[src/rtl/prefix_adder_pipe.sv]
// Pipelined Kogge-Stone adder/subtractor, one register stage per prefix level.
// Valid/ready on both ends, global stall, synchronous flush.
module prefix_adder_pipe #(
    parameter int WIDTH = 16
) (
    input  logic             clk,
    input  logic             rst_n,
    input  logic             flush,
    input  logic             in_valid,
    output logic             in_ready,
    input  logic [WIDTH-1:0] in_a,
    input  logic [WIDTH-1:0] in_b,
    input  logic             in_cin,
    input  logic             in_sub,
    output logic             out_valid,
    input  logic             out_ready,
    output logic [WIDTH-1:0] out_sum,
    output logic             out_cout,
    output logic             out_ovf
);

    localparam int LEVELS = $clog2(WIDTH);

    generate
        if (WIDTH != 4 && WIDTH != 8 && WIDTH != 16 &&
            WIDTH != 32 && WIDTH != 64) begin : g_bad_width
            $error("prefix_adder_pipe: WIDTH must be a power of 2 in 4..64");
        end
    endgenerate

    logic             stall;
    logic [WIDTH-1:0] bx;
    logic             cx;

    assign stall    = out_valid & ~out_ready;
    assign in_ready = ~stall;
    assign bx       = in_b ^ {WIDTH{in_sub}};
    assign cx       = in_sub | in_cin;

    // Prefix vectors carry one extra low position holding the carry-in.
    logic [LEVELS:0]  v_q;
    logic [WIDTH:0]   g_q  [LEVELS+1];
    logic [WIDTH:0]   p_q  [LEVELS+1];
    logic [WIDTH-1:0] pb_q [LEVELS+1];
    logic [WIDTH:0]   g_d  [LEVELS+1];
    logic [WIDTH:0]   p_d  [LEVELS+1];

    always_comb begin
        for (int k = 0; k <= LEVELS; k++) begin
            g_d[k] = '0;
            p_d[k] = '0;
        end
        g_d[0] = {in_a & bx, cx};
        p_d[0] = {in_a ^ bx, 1'b0};
        for (int k = 1; k <= LEVELS; k++) begin
            for (int j = 0; j <= WIDTH; j++) begin
                if (j >= (1 << (k - 1))) begin
                    g_d[k][j] = g_q[k-1][j] |
                                (p_q[k-1][j] & g_q[k-1][j - (1 << (k - 1))]);
                    p_d[k][j] = p_q[k-1][j] & p_q[k-1][j - (1 << (k - 1))];
                end else begin
                    g_d[k][j] = g_q[k-1][j];
                    p_d[k][j] = p_q[k-1][j];
                end
            end
        end
    end

    logic [WIDTH:0]   gl;
    logic             pl_msb;
    logic [WIDTH-1:0] sum_d;
    logic             cout_d;
    logic             ovf_d;

    // The top position still misses the carry-in after LEVELS levels.
    assign gl     = g_q[LEVELS];
    assign pl_msb = p_q[LEVELS][WIDTH];
    assign sum_d  = pb_q[LEVELS] ^ gl[WIDTH-1:0];
    assign cout_d = gl[WIDTH] | (pl_msb & gl[0]);
    assign ovf_d  = gl[WIDTH-1] ^ cout_d;

    always_ff @(posedge clk or negedge rst_n) begin
        if (!rst_n) begin
            v_q       <= '0;
            out_valid <= 1'b0;
            out_sum   <= '0;
            out_cout  <= 1'b0;
            out_ovf   <= 1'b0;
            for (int k = 0; k <= LEVELS; k++) begin
                g_q[k]  <= '0;
                p_q[k]  <= '0;
                pb_q[k] <= '0;
            end
        end else if (flush) begin
            v_q       <= '0;
            out_valid <= 1'b0;
        end else if (!stall) begin
            v_q     <= {v_q[LEVELS-1:0], in_valid};
            pb_q[0] <= in_a ^ bx;
            for (int k = 1; k <= LEVELS; k++) begin
                pb_q[k] <= pb_q[k-1];
            end
            for (int k = 0; k <= LEVELS; k++) begin
                g_q[k] <= g_d[k];
                p_q[k] <= p_d[k];
            end
            out_valid <= v_q[LEVELS];
            out_sum   <= sum_d;
            out_cout  <= cout_d;
            out_ovf   <= ovf_d;
        end
    end

endmodule

[config.mk]
export PLATFORM = sky130hd
export DESIGN_NAME = prefix_adder_pipe
export DESIGN_NICKNAME = d
export VERILOG_FILES = /design/src/rtl/prefix_adder_pipe.sv
export SDC_FILE = /design/constraint.sdc
export NUM_CORES = 1
export LEC_CHECK = 0
export CAP_MARGIN = 10
export CORE_MARGIN = 2
export CORE_UTILIZATION = 64
export DETAILED_ROUTE_END_ITERATION = 10
export PLACE_DENSITY_LB_ADDON = 0.2
export SYNTH_ARGS = -nofsm -noshare
export SYNTH_HDL_FRONTEND = slang
export SYNTH_SLANG_ARGS = --single-unit
export TNS_END_PERCENT = 20
[constraint.sdc]
create_clock -name clk -period 3.3 [get_ports clk]
set_input_delay 0.66 -clock clk [delete_from_list [all_inputs] [get_ports clk]]
set_output_delay 0.66 -clock clk [all_outputs]
set_load 0.03 [all_outputs]
=== Yosys cells after proc, flatten, opt, wreduce, memory -nomap -nowiden ===
Index checks and enable logic that the tools add are counted.

* Output and inout port bits: 20
* Register bits: 227

* Equality and inequality tests: 1
* Reductions and logical operators: 1
* Bitwise operators: 156
* Muxes and demuxes: 4

{| class="wikitable"
|+ Operator list
! operator !! count
|-
| 1-bit bitwise AND || 93
|-
| 1-bit OR || 55
|-
| 16-bit XOR || 3
|-
| 16-bit bitwise AND || 1
|-
| 5-bit 2-to-1 mux || 2
|-
| 1-bit inverter || 3
|-
| 1-bit 2-to-1 mux || 2
|-
| 2-bit inequality test, second input constant || 1
|-
| 2-bit AND reduction || 1
|-
| 1-bit XOR || 1
|}

=== Longest topological paths before layout ===
Gate-level depths: netlist (run 1).

* Depth after elaboration: 4
* Mapped depth: 7
* Depth with buffers taken out: 4

=== Worst setup path after synthesis (run 1) ===
Ideal clock, no wire load.

* Path type: input to register
* Start: input in_sub
* End: register pb_q[69] (netlist bit)
* Cell stages on the path: 5
* Slack: 1,422 ps
* Path buffers: 2
* Library setup time: 125 ps
* Data arrival time: 1,754 ps
* Cells stage by stage: buf_2 -> buf_2 -> xor2_1 -> ha_1 -> mux2_2

{| class="wikitable"
|+ RTL lines
! item !! RTL line !! text
|-
| start: declaration || 14 || <nowiki>input logic in_sub,</nowiki>
|-
| end signal: indexed assignment || 101 || <nowiki>pb_q[k] <= pb_q[k-1];</nowiki>
|-
| end: declaration || 44 || <nowiki>logic [WIDTH-1:0] pb_q [LEVELS+1];</nowiki>
|}

=== Worst setup path after layout (run 1) ===
* Start: input out_ready
* End: output in_ready

* Word-level cells in the longest chain between the ends: 3

{| class="wikitable"
|+ Ends and longest elaborated chain
! item !! RTL line !! text
|-
| start: declaration || 16 || <nowiki>input logic out_ready,</nowiki>
|-
| 1-bit inverter || 35 || <nowiki>assign stall = out_valid & ~out_ready;</nowiki>
|-
| 1-bit bitwise AND || 35 ||
|-
| 1-bit inverter (no source line) || n/a ||
|-
| end: declaration || 10 || <nowiki>output logic in_ready,</nowiki>
|}

Every way passes these cells.

==> results, run 1 <==
- After clock tree synthesis, the clock-pin slew on the worst setup and hold paths is 0.06 ns.
- On the final layout, the worst hold slack is 0.1548 ns.
- The biggest area contributor in the post-synthesis netlist is sky130_fd_sc_hd__dfrtp_1.
- The met2 wire length is 9923 um.
- In this run the deepest clock path goes through 3 buffers.
- For this configuration, the core starts out at a cell density of 65.50%.
- For this run, the share of the core covered by cells in the final layout is 74.85%.
- Counting every net in the synthesized netlist gives 827.
- The worst register-to-register path has a depth of 4.
- The pin slew with the least headroom to its limit is 0.9833 ns.
- Dividing the detail-routed via count by the number of cells gives 6.063.
- At the end of routability-driven placement, the weighted congestion stood at 0.8031.
- The number of clock buffers added by TritonCTS is 23.
- Walking the worst path, the cells encountered are clkdlybuf4s50_1 -> nor2b_4 -> inv_8 -> clkdlybuf4s50_1.
- Among cell families on the critical path, the largest total delay comes from buffers and inverters.
- After the last flow step, the layout net total stands at 872.
- The clock net in this run drives a total of 227 sinks.
- The final non-filler cell area is 10880 sq um.
- The highest clock rate is 374.0 MHz.
- The total I/O pin count is 59.
- Timing analysis after detailed placement gives a worst setup slack of 0.6279 ns.
- The die covers 15870 sq um.
- The post-route DRC violation count is 0.
- For this run, the total global-route usage over all layers was measured as 26.03%.
- The cell count after placement is 976.
- The length of routed wiring on met1 is 8447 um.
- Sorting the synthesized cells by area gives the leading types as sky130_fd_sc_hd__dfrtp_1 60%, sky130_fd_sc_hd__o21ai_0 12%, sky130_fd_sc_hd__mux2_2 7.0%.
- The initial antenna violation count is 0.
- Dividing the synthesized area by the synthesized cell count gives 12.33 sq um.
- The terminus of the critical flop-to-flop path is gl[10].
- The largest fanout on the critical path is 7.
- The gate count of the mapped netlist is 772.
- Of the synthesized area, sequential elements account for 59.67%.
- The mapped netlist covers 9520 sq um.
- Among all flip-flop cells after synthesis, the most frequent one is sky130_fd_sc_hd__dfrtp_1.
- The area added between synthesis and finish is 14.26%.
- In the synthesized netlist, the cells that appear most often are 227 x sky130_fd_sc_hd__dfrtp_1, 220 x sky130_fd_sc_hd__o21ai_0, 59 x sky130_fd_sc_hd__a21oi_1, 59 x sky130_fd_sc_hd__mux2_2, 48 x sky130_fd_sc_hd__nand2_1.
- Max-cap violations in this run came to 0.
- At the worst endpoint, the arrival time is 2.01 ns.
- Setup repair after global routing left no endpoint under its margin.
- The repair_antennas step left the layout with diodes totalling 0.
- The number of detailed-route iterations in the first pass is 5.
- Once layout is complete, the cells apart from fillers number 1017.
- The overall power is 7.922 mW.
- The detailed router placed 6166 vias in this run.
- The share of the synthesized area in the top cell type is 59.67%.
- The die width is 126.0 um.
- The share of synthesized flip-flops with an asynchronous set or reset is 100.0%.
- The uppermost signal routing layer after detailed routing is met4.
- The HPWL after detailed placement is 12750 um.
- The residual overflow from global routing is 0.
- The shortest clock period the worst path allows after layout is 2.674 ns.
- The slowest stage of the critical path belongs to the cell sky130_fd_sc_hd__clkdlybuf4s50_1.
- The count of final max-slew check failures is 0.
- STA classifies the critical path endpoint as an output pin.
- The post-synthesis share of cell area spent on and, or, nand and nor gates is 2.418%.
- The cell area power density is 728.3 nW/um^2.
- In this run the remaining antenna-violating nets after routing total 0.
- The worst flop-to-flop path startpoint is out_valid.
- The standard-cell row count is 44.
- The CTS tree is yes.
- For this block, the initial DRC count from the detailed router was 463.
- The analysis attributes to cell leakage a power of 4.750 nW.
- The clock reaches the later pin of the worst-skew pair after 0.50 ns.
- Dividing the detail-routed wire length by the instance count gives 19.68 um.
- Entering global routing, the biggest net connects 117 pins.
- The first global-routing pass estimated 33480 um of wire.
- For this run, the slowest stage of the critical path takes 0.59 ns.
- Of the post-synthesis cell area, the part taken by muxes is 14.71%.
- The slack of the worst reg-to-reg path is 1.35 ns.
- The post-CTS setup repair buffer count is 0.
- The via count of the first global-routing pass was 6359.
- After synthesis, the netlist uses 21 different library cells.
- The number of buffers and inverters on the critical path is 3.
- CTS built an H-tree with a depth of 1.
- The master cell of the clock root buffer is sky130_fd_sc_hd__clkbuf_16.
- The cell occurring most often along the worst timing path is sky130_fd_sc_hd__clkdlybuf4s50_1.
- The worst setup path is of the in2out kind.
- In this run, post-CTS hold repair placed 0 buffers.
- After Yosys synthesis, XOR and XNOR cells account for 3.036% of the synthesized area.
- By area, the combinational part of the netlist is dominated by multiplexers.
- The share of the cycle needed by the critical path after routing is 81.03%.
- The final sum of negative setup slack is 0 ns.
- The count of port buffers added during placement is 58.
- STA classifies the critical path startpoint as an input pin.
- The number of endpoints with negative hold slack in the final report is 0.
- Counting flops with a built-in enable in the synthesized netlist gives 0.
- The amount of wire on met3 after detailed routing is 1191 um.
- The total setup violations reported at the end of the flow is 0.
- The worst path required time is 2.64 ns.
- The headroom to the max-slew limit is 34.44%.
- The placeable core area is 14530 sq um.
- The total wire length after detailed routing is 20010 um.
- The synthesis warning total is 0.
- The cell with the most instances after synthesis is sky130_fd_sc_hd__dfrtp_1.
- The flow ran to the end, and the final reports show no timing, DRC or antenna violations.
- The path class of the tightest hold or removal check is in2async.
- The minimum setup slack in the final design is 0.6260 ns.
- On the final layout, the worst clock skew is 0.006537 ns.
- Of the total synthesized cell area, the portion taken by full adders, half adders and majority gates is 2.103%.
- The fill cell total of the finished layout is 963.
- The floorplan die height is 126.0 um.
- The maximum ir drop on the vdd rail is 0.0003838 V.
- The placed instances occupy a cell area of 10180 sq um.
- The quantity of gates resized following cts is 0.
- The total of flip-flops plus latches after synthesis is 227.
- The fraction of layout instances using a drive strength above 1 is 18.13%.
- The synthesized-area fraction occupied by ao, oa, aoi and oai cells is 14.67%.
## power by group
part,internal (mW),leakage (nW),total (mW),switching [mW]
Combinational,0.817,1.56,1.52,0.701
Sequential,3.44,2.84,3.97,0.533
Clock,1.40,0.348,2.43,1.03
Total,5.66,4.75,7.92,2.27
## cell type report
class | instances | area (sq um) | share of cell area, %
multi-input combinational | 493 | 3516 | 32.32
inverter | 1 | 11.26 | 0.1035
timing repair buffer | 71 | 740.7 | 6.809
clock buffer | 36 | 674.4 | 6.200
clock inverter | 5 | 25.02 | 0.2300
sequential | 227 | 5680 | 52.22
tap | 184 | 230.2 | 2.116
## layer usage
layer	GRT usage, %	vias up
li1	-	2821
met3	3.738	33
met4	6.981	0
met2	43.58	231
met1	36.38	3081
met5	0	-
## worst max path at each step
stage                    from        to  cells after the start
floorplan              in_sub  pb_q[69]                      5
global placement    out_ready  in_ready                      4
detailed placement  out_ready  in_ready                      4
CTS                 out_ready  in_ready                      4
global route        out_ready  in_ready                      4
finish              out_ready  in_ready                      4
## placed cells by master, fill, tap and decap left out, types with 3 or more instances in the layout
master / synthesis / final
sky130_fd_sc_hd__dfrtp_1: 227 / 227
sky130_fd_sc_hd__o21ai_0: 220 / 220
sky130_fd_sc_hd__mux2_2: 59 / 59
sky130_fd_sc_hd__a21oi_1: 59 / 59
sky130_fd_sc_hd__clkdlybuf4s50_1: 0 / 56
sky130_fd_sc_hd__nand2_1: 48 / 48
sky130_fd_sc_hd__mux2_4: 40 / 40
sky130_fd_sc_hd__clkbuf_16: 0 / 23
sky130_fd_sc_hd__xor2_1: 17 / 17
sky130_fd_sc_hd__xnor2_1: 16 / 16
sky130_fd_sc_hd__ha_1: 16 / 16
sky130_fd_sc_hd__mux2_1: 12 / 12
sky130_fd_sc_hd__clkbuf_1: 28 / 8
sky130_fd_sc_hd__buf_4: 8 / 8
sky130_fd_sc_hd__clkinv_2: 0 / 5
sky130_fd_sc_hd__clkbuf_8: 0 / 5
sky130_fd_sc_hd__buf_12: 4 / 5
sky130_fd_sc_hd__nor2_1: 3 / 3
## registers in the layout, summed over array words and instances (netlist names)
| name | flops |
|---|---|
| out_valid | 1 |
| g_q | 53 |
| pb_q | 80 |
| out_sum | 16 |
| p_q | 38 |
| g_d | 15 |
| out_ovf | 1 |
| gl | 17 |
| v_q | 5 |
| out_cout | 1 |
## kinds of logic (layout without fill, tap and decap cells)
kind of cell,count (synthesis),count (layout)
xor gates and xnor gates,33,33
buffers and inverters,52,113
muxes,111,111
AOI/OAI and AO/OA,279,279
and+or+nand+nor,54,54
adders and majority gates,16,16
DFF,227,227
Note: power is estimated with default switching activity, not from simulation.
==> inputs of run 2 (changes only) <==
--- a/config.mk
+++ b/config.mk
@@ -7,7 +7,7 @@
 export LEC_CHECK = 0
 export CAP_MARGIN = 10
 export CORE_MARGIN = 2
-export CORE_UTILIZATION = 64
+export CORE_UTILIZATION = 53
 export DETAILED_ROUTE_END_ITERATION = 10
 export PLACE_DENSITY_LB_ADDON = 0.2
 export SYNTH_ARGS = -nofsm -noshare
==> constraint.sdc (replaced) <==
create_clock -name clk -period 2.4 [get_ports clk]
set_input_delay 0.48 -clock clk [delete_from_list [all_inputs] [get_ports clk]]
set_output_delay 0.48 -clock clk [all_outputs]
set_load 0.03 [all_outputs]
==> results, run 2 (synthesis gave the netlist of run 1 again) <==
- Following the worst setup path forward leads to its endpoint at in_ready.
- The clock insertion delay at the later pin of the skew report is 0.50 ns (about the same).
- The cell area power density is 1004 nW/um^2 (+38%).
- The met3 global-route usage is 2.840% (-0.90 points).
- The smallest clock period supported by the final layout is computed as 2.272 ns.
- The top register by number of flip-flops is pb_q.
- The worst path required time is 1.92 ns (-0.72 ns).
- The final antenna diode count is 0 (unchanged).
- CTS placed an instance of sky130_fd_sc_hd__clkbuf_16 at the clock tree root.
- The via count of the first global-routing pass was 6039 (-5.0%).
- The total wire length after detailed routing is 19040 um (-4.9%).
- The maximum number of buffers from clock root to sink came to 3 (unchanged).
- The starting density of the core is 53.55% (-12 points).
- The count of maximum capacitance violations is 0 (unchanged).
- The type of the tightest min-delay check is in2async.
- The maximum ir drop on the vdd rail is 0.0006940 V (+81%).
- In the final layout, the registers with the most flip-flops are pb_q: 80 flops, g_q: 53 flops, p_q: 38 flops.
- The post-route DRC violation count is 0 (unchanged).
- The cell count after placement is 1027 (+5.2%).
- The number of detailed-route iterations in the first pass is 5 (unchanged).
- The final critical path takes up 94.68% of the cycle.
- met2 is the most crowded layer.
- The TritonCTS buffer count was 23 (unchanged).
- The number of clock sinks is 227 (unchanged).
- The largest fanout on the critical path is 7 (unchanged).
- The final sum of negative setup slack was 0 ns (unchanged).
- Setup repair after global routing left no endpoint under its margin.
- Leaving out fill and tap cells, the most frequent cell in the layout is sky130_fd_sc_hd__dfrtp_1.
- The area of the die came to 19050 sq um (+20%).
- The area added between synthesis and finish is 16.94%.
- The HPWL after detailed placement came to 13040 um (+2.3%).
- The final worst hold slack was 0.4837 ns (+0.3289 ns).
- The library cells used most frequently in the layout, excluding fill and tap cells, are 227 x sky130_fd_sc_hd__dfrtp_1, 220 x sky130_fd_sc_hd__o21ai_0, 59 x sky130_fd_sc_hd__mux2_2, 59 x sky130_fd_sc_hd__a21oi_1, 56 x sky130_fd_sc_hd__clkdlybuf4s50_1.
- The pin slew with the least headroom to its limit was 0.5649 ns (-0.4185 ns).
- The worst endpoint data arrival time is 1.79 ns (-0.22 ns).
- The initial antenna violation count is 0 (unchanged).
- The routed via count divided by cell count was 5.652 (-6.8%).
- The largest net degree at the start of global routing is 76 (-35%).
- Static timing analysis puts the maximum clock frequency at 440.1 MHz.
- The worst-case clock skew was 0.005721 ns (-0.0008161 ns).
- The worst register-to-register path ends at pb_q[0].
- The end-of-flow core utilization came to 62.62% (-12 points).
- The flip-flop count of the largest register, all copies and words added is 80 (unchanged).
- The post-detailed-route count of antenna-violating nets is 0 (unchanged).
- The final estimated routing congestion in global placement came to 0.8160 (+1.6%).
- The flow ran to the end, and the final reports show no timing, DRC or antenna violations.
- The number of levels the H-tree was split into came to 1 (unchanged).
- The standard-cell row count came to 49 (+11%).
- The global-route wire length before repair came to 32010 um (-4.4%).
- The count of port buffers added during placement is 58 (unchanged).
- By startpoint and endpoint, the worst setup path is classified as in2out.
- The number of endpoints with negative hold slack in the final report is 0 (unchanged).
- STA classifies the critical path endpoint as an output pin.
- The most critical setup path has its startpoint at out_ready.
- The number of nets at the end of the flow is 879 (+0.80%).
- The clock transition at the registers of the reported paths is 0.06 ns (about the same).
- The met2 global-route usage is 33.09% (-10 points).
- The detailed-route via count came to 6042 (-2.0%).
- The total routing usage reported by global routing is 20.39% (-5.6 points).
- The wire length per cell was 17.81 um (-9.5%).
- The residual overflow from global routing is 0 (unchanged).
- The slack of the worst reg-to-reg path came to 0.74 ns (-0.61 ns).
- The met1 capacity usage during global routing is 29.56% (-6.8 points).
- The headroom to the max-slew limit came to 62.34% (+28 points).
- The number of DRC violations after detailed-routing iteration 0 was 453 (-2.2%).
- The fraction of layout instances using a drive strength above 1 was 19.29% (+1.2 points).
- The leakage power total was 4.838 nW (+1.9%).
- The worst flop-to-flop path startpoint is out_valid.
- The post-CTS setup repair buffer count is 0 (unchanged).
- The floorplan die height is 138.0 um (+9.6%).
- The total setup violations reported at the end of the flow is 0 (unchanged).
- The count of final max-slew check failures is 0 (unchanged).
- The CTS tree is yes.
- The number of cells traversed by the worst register-to-register path is 5 (+1).
- The total I/O pin count was 59 (unchanged).
- STA classifies the critical path startpoint as an input pin.
- The number of cells in the finished layout apart from fillers is 1069 (+5.1%).
- The minimum setup slack in the final design was 0.1276 ns (-0.4984 ns).
- The die width was 138.0 um (+9.6%).
- The worst setup timing slack at the placement stage is 0.1156 ns (-0.5122 ns).
- The fill cell total of the finished layout is 1369 (+42%).
- The placeable core area was 17780 sq um (+22%).
run 2: cell count changes in the layout (fill, tap and decap cells not counted):
cell,delta
sky130_fd_sc_hd__buf_12,+4
sky130_fd_sc_hd__clkinv_2,-2
sky130_fd_sc_hd__inv_6,+2
sky130_fd_sc_hd__bufinv_16,+3
sky130_fd_sc_hd__clkinvlp_4,+2
sky130_fd_sc_hd__clkbuf_1,-5
sky130_fd_sc_hd__dlygate4sd3_1,+1
sky130_fd_sc_hd__buf_4,+2
run 2: layout make-up:
cell class,count,area (sq um),area share [%]
Clock buffer,31,655.6,5.889
Clock inverter,10,137.6,1.236
Inverter,1,11.26,0.1011
Multi-Input combinational cell,493,3516,31.58
Sequential cell,227,5680,51.02
Tap cell,229,286.5,2.574
Timing Repair Buffer,78,845.8,7.597
run 2: worst max-delay path, stage by stage:
cell,delay [ns]
sky130_fd_sc_hd__clkdlybuf4s50_1,0.44
sky130_fd_sc_hd__nor2b_4,0.22
sky130_fd_sc_hd__inv_8,0.06
sky130_fd_sc_hd__clkdlybuf4s50_1,0.59
run 2: metrics by stage:
step	cell area, sq um	power (mW)
2_1_floorplan	9520	6.678
3_3_place_gp	10330	7.508
4_1_cts	11130	11.31
6_report	11130	11.18
5_1_grt	11130	11.77
3_5_place_dp	10330	7.621
run 2: how the worst min path moves through the flow:
stage,to,cells after the start,startpoint
after floorplan,g_d[0],0,rst_n
after global routing,pb_q[4],2,rst_n
final,pb_q[4],2,rst_n
after global placement,pb_q[4],1,rst_n
after CTS,pb_q[4],2,rst_n
after detailed placement,pb_q[4],1,rst_n
run 2: per-layer routing:
metal,up-vias,wire [um]
li1,2833,-
met1,3036,8711
met2,144,9159
met3,29,806
met4,0,361
met5,-,0
run 2: what timing repair did:
action | in CTS | in global routing
hold endpoints to repair | 45 | 0
hold buffers | 1 | 0
endpoints found under the setup margin | 0 | 0
gates resized for setup | 0 | 0
run 2: power breakdown:
part	internal, mW	total, mW	switching [mW]
sequential	4.73	5.44	0.711
clock	2.24	3.67	1.42
combinational	1.14	2.07	0.939
==> inputs of run 3 (changes only) <==
--- a/config.mk
+++ b/config.mk
@@ -6,8 +6,10 @@
 export NUM_CORES = 1
 export LEC_CHECK = 0
 export CAP_MARGIN = 10
+export CELL_PAD_IN_SITES_DETAIL_PLACEMENT = 1
+export CELL_PAD_IN_SITES_GLOBAL_PLACEMENT = 1
 export CORE_MARGIN = 2
-export CORE_UTILIZATION = 53
+export CORE_UTILIZATION = 44
 export DETAILED_ROUTE_END_ITERATION = 10
 export PLACE_DENSITY_LB_ADDON = 0.2
 export SYNTH_ARGS = -nofsm -noshare
==> results, run 3 (synthesis gave the netlist of run 1 again) <==
- The flip-flop count of the largest register, all copies and words added is 80 (unchanged).
- The total I/O pin count is 59 (unchanged).
- The fill cell total of the finished layout is 2153 (+57%).
- The wire length per cell came to 19.88 um (+12%).
- The path class of the tightest hold or removal check is in2async.
- The via count of the first global-routing pass is 6751 (+12%).
- The quantity of gates resized following cts is 0 (unchanged).
- The run finished with clean final reports.
- The shortest clock period the worst path allows after layout came to 2.281 ns (+0.009035 ns).
- The highest clock rate is 438.3 MHz (-0.40%).
- The clock transition at the registers of the reported paths is 0.06 ns (about the same).
- The largest registers in the layout are pb_q: 80 flops, g_q: 53 flops, p_q: 38 flops.
- The count of maximum capacitance violations came to 0 (unchanged).
- The nature of the critical path startpoint is an input pin.
- The library cells used most frequently in the layout, excluding fill and tap cells, are 227 x sky130_fd_sc_hd__dfrtp_1, 220 x sky130_fd_sc_hd__o21ai_0, 59 x sky130_fd_sc_hd__mux2_2, 59 x sky130_fd_sc_hd__a21oi_1, 56 x sky130_fd_sc_hd__clkdlybuf4s50_1.
- The global-route wire length before repair is 37000 um (+16%).
- The number of levels the H-tree was split into is 1 (unchanged).
- The total setup violations reported at the end of the flow was 0 (unchanged).
- The maximum number of buffers from clock root to sink is 3 (unchanged).
- The number of DRC violations after detailed-routing iteration 0 is 312 (-31%).
- The routed via count divided by cell count is 5.447 (-3.6%).
- The post-CTS setup repair buffer count is 0 (unchanged).
- The pin slew with the least headroom to its limit was 0.6688 ns (+0.1039 ns).
- The final sum of negative setup slack is 0 ns (unchanged).
- The largest net degree at the start of global routing came to 118 (+55%).
- The post-detailed-route count of antenna-violating nets was 0 (unchanged).
- The worst path required time is 1.92 ns (about the same).
- The number of endpoints with negative hold slack in the final report is 0 (unchanged).
- The count of hold buffers inserted by post-cts repair is 1 (unchanged).
- The detailed-route via count is 6095 (+0.88%).
- The register with the most flip-flops in the final layout is pb_q.
- The cell area power density is 1042 nW/um^2 (+3.7%).
- The post-route DRC violation count came to 0 (unchanged).
- Setup repair after global routing left no endpoint under its margin.
- The final non-filler cell area is 11320 sq um (+1.7%).
- The area of the die is 22830 sq um (+20%).
- The residual overflow from global routing was 0 (unchanged).
- The HPWL after detailed placement is 14940 um (+15%).
- STA classifies the critical path endpoint as an output pin.
- The floorplan die height is 151.1 um (+9.5%).
- The standard-cell row count is 53 (+8.2%).
- The count of final max-slew check failures was 0 (unchanged).
- The clock insertion delay at the later pin of the skew report came to 0.52 ns (+0.02 ns).
- The post-place instance area came to 10410 sq um (+0.78%).
- The most common cell after layout, fill and taps aside is sky130_fd_sc_hd__dfrtp_1.
- The worst endpoint data arrival time is 1.80 ns (about the same).
- The largest fanout on the critical path came to 7 (unchanged).
- The die width was 151.1 um (+9.5%).
- The starting density of the core came to 45.01% (-8.5 points).
- The total routing usage reported by global routing is 20.71% (+0.32 points).
- Relative to the synthesized area, the layout overhead comes to 18.91%.
- The maximum ir drop on the vdd rail is 0.0004291 V (-38%).
- The worst-case clock skew is 0.01735 ns (+0.01163 ns).
- TritonCTS built the clock tree.
- The initial antenna violation count came to 0 (unchanged).
- The share of the cycle needed by the critical path after routing was 95.06% (+0.38 points).
- The fraction of layout instances using a drive strength above 1 was 20.02% (+0.74 points).
- The final antenna diode count came to 0 (unchanged).
- The headroom to the max-slew limit is 55.42% (-6.9 points).
- The TritonCTS buffer count is 24 (+4.3%).
- The total wire length after detailed routing came to 22250 um (+17%).
- The master cell of the clock root buffer is sky130_fd_sc_hd__clkbuf_16.
- The leakage power total is 4.907 nW (+1.4%).
- The number of detailed-route iterations in the first pass is 4 (-1).
- The count of port buffers added during placement is 58 (unchanged).
- The critical path class is in2out.
- The number of nets at the end of the flow was 883 (+0.46%).
- The placeable core area was 21150 sq um (+19%).
- The final estimated routing congestion in global placement is 0.7886 (-3.4%).
- The number of clock sinks is 227 (unchanged).
[run 3: final timing paths]
check | startpoint | to | slack, ns | cells past startpoint
hold reg to reg | pb_q[21] | pb_q[5] | 0.50 | 1
min in group clk | pb_q[21] | pb_q[5] | 0.50 | 1
setup / recovery | out_ready | in_ready | 0.12 | 4
setup reg to reg | out_valid | pb_q[27] | 0.57 | 5
max in group asynchronous | rst_n | out_sum[13] | 1.10 | 3
hold / removal | rst_n | pb_q[16] | 0.47 | 2
[run 3: critical path, stage by stage]
cell	delay (ns)
sky130_fd_sc_hd__clkdlybuf4s50_1	0.44
sky130_fd_sc_hd__nor2b_4	0.22
sky130_fd_sc_hd__inv_8	0.06
sky130_fd_sc_hd__clkdlybuf4s50_1	0.59
[run 3: report_power, final]
group          total (mW)  switching, mW  internal (mW)
logic                2.14          0.997           1.14
clock network        4.16           1.50           2.65
registers            5.49          0.765           4.73
total                11.8           3.27           8.53
[run 3: per-layer routing]
metal,wire [um],up-vias,global-route usage [%],part of all wire (%)
met5,0,-,0,0
met4,382,0,4.299,1.7
met3,607,35,2.500,2.7
met2,11150,88,35.61,50
met1,10100,3136,28.49,45
li1,-,2836,-,-
[run 3: stage by stage]
stage          power (mW)  hold slack [ns]  cells  util, %  setup slack (ns)
5_1_grt             12.37           0.5153   1119    53.52           0.08340
3_5_place_dp        7.718           0.4362   1076    49.21          0.009255
4_1_cts             11.91           0.4920   1119    53.52            0.1100
6_report            11.79           0.4690   1119    53.52            0.1185
2_1_floorplan       6.678           0.1844    772        -            0.7017
3_3_place_gp        7.581           0.4245   1076    49.21           0.06776
[run 3: cell type report]
type	instances	area, sq um	area share (%)
clock buffers	29	680.7	6.012
clock inverters	13	220.2	1.945
inverters	1	11.26	0.09947
multi-input cells	493	3516	31.06
flip-flops and latches	227	5680	50.18
well taps	275	344.1	3.039
repair buffers	81	868.3	7.670
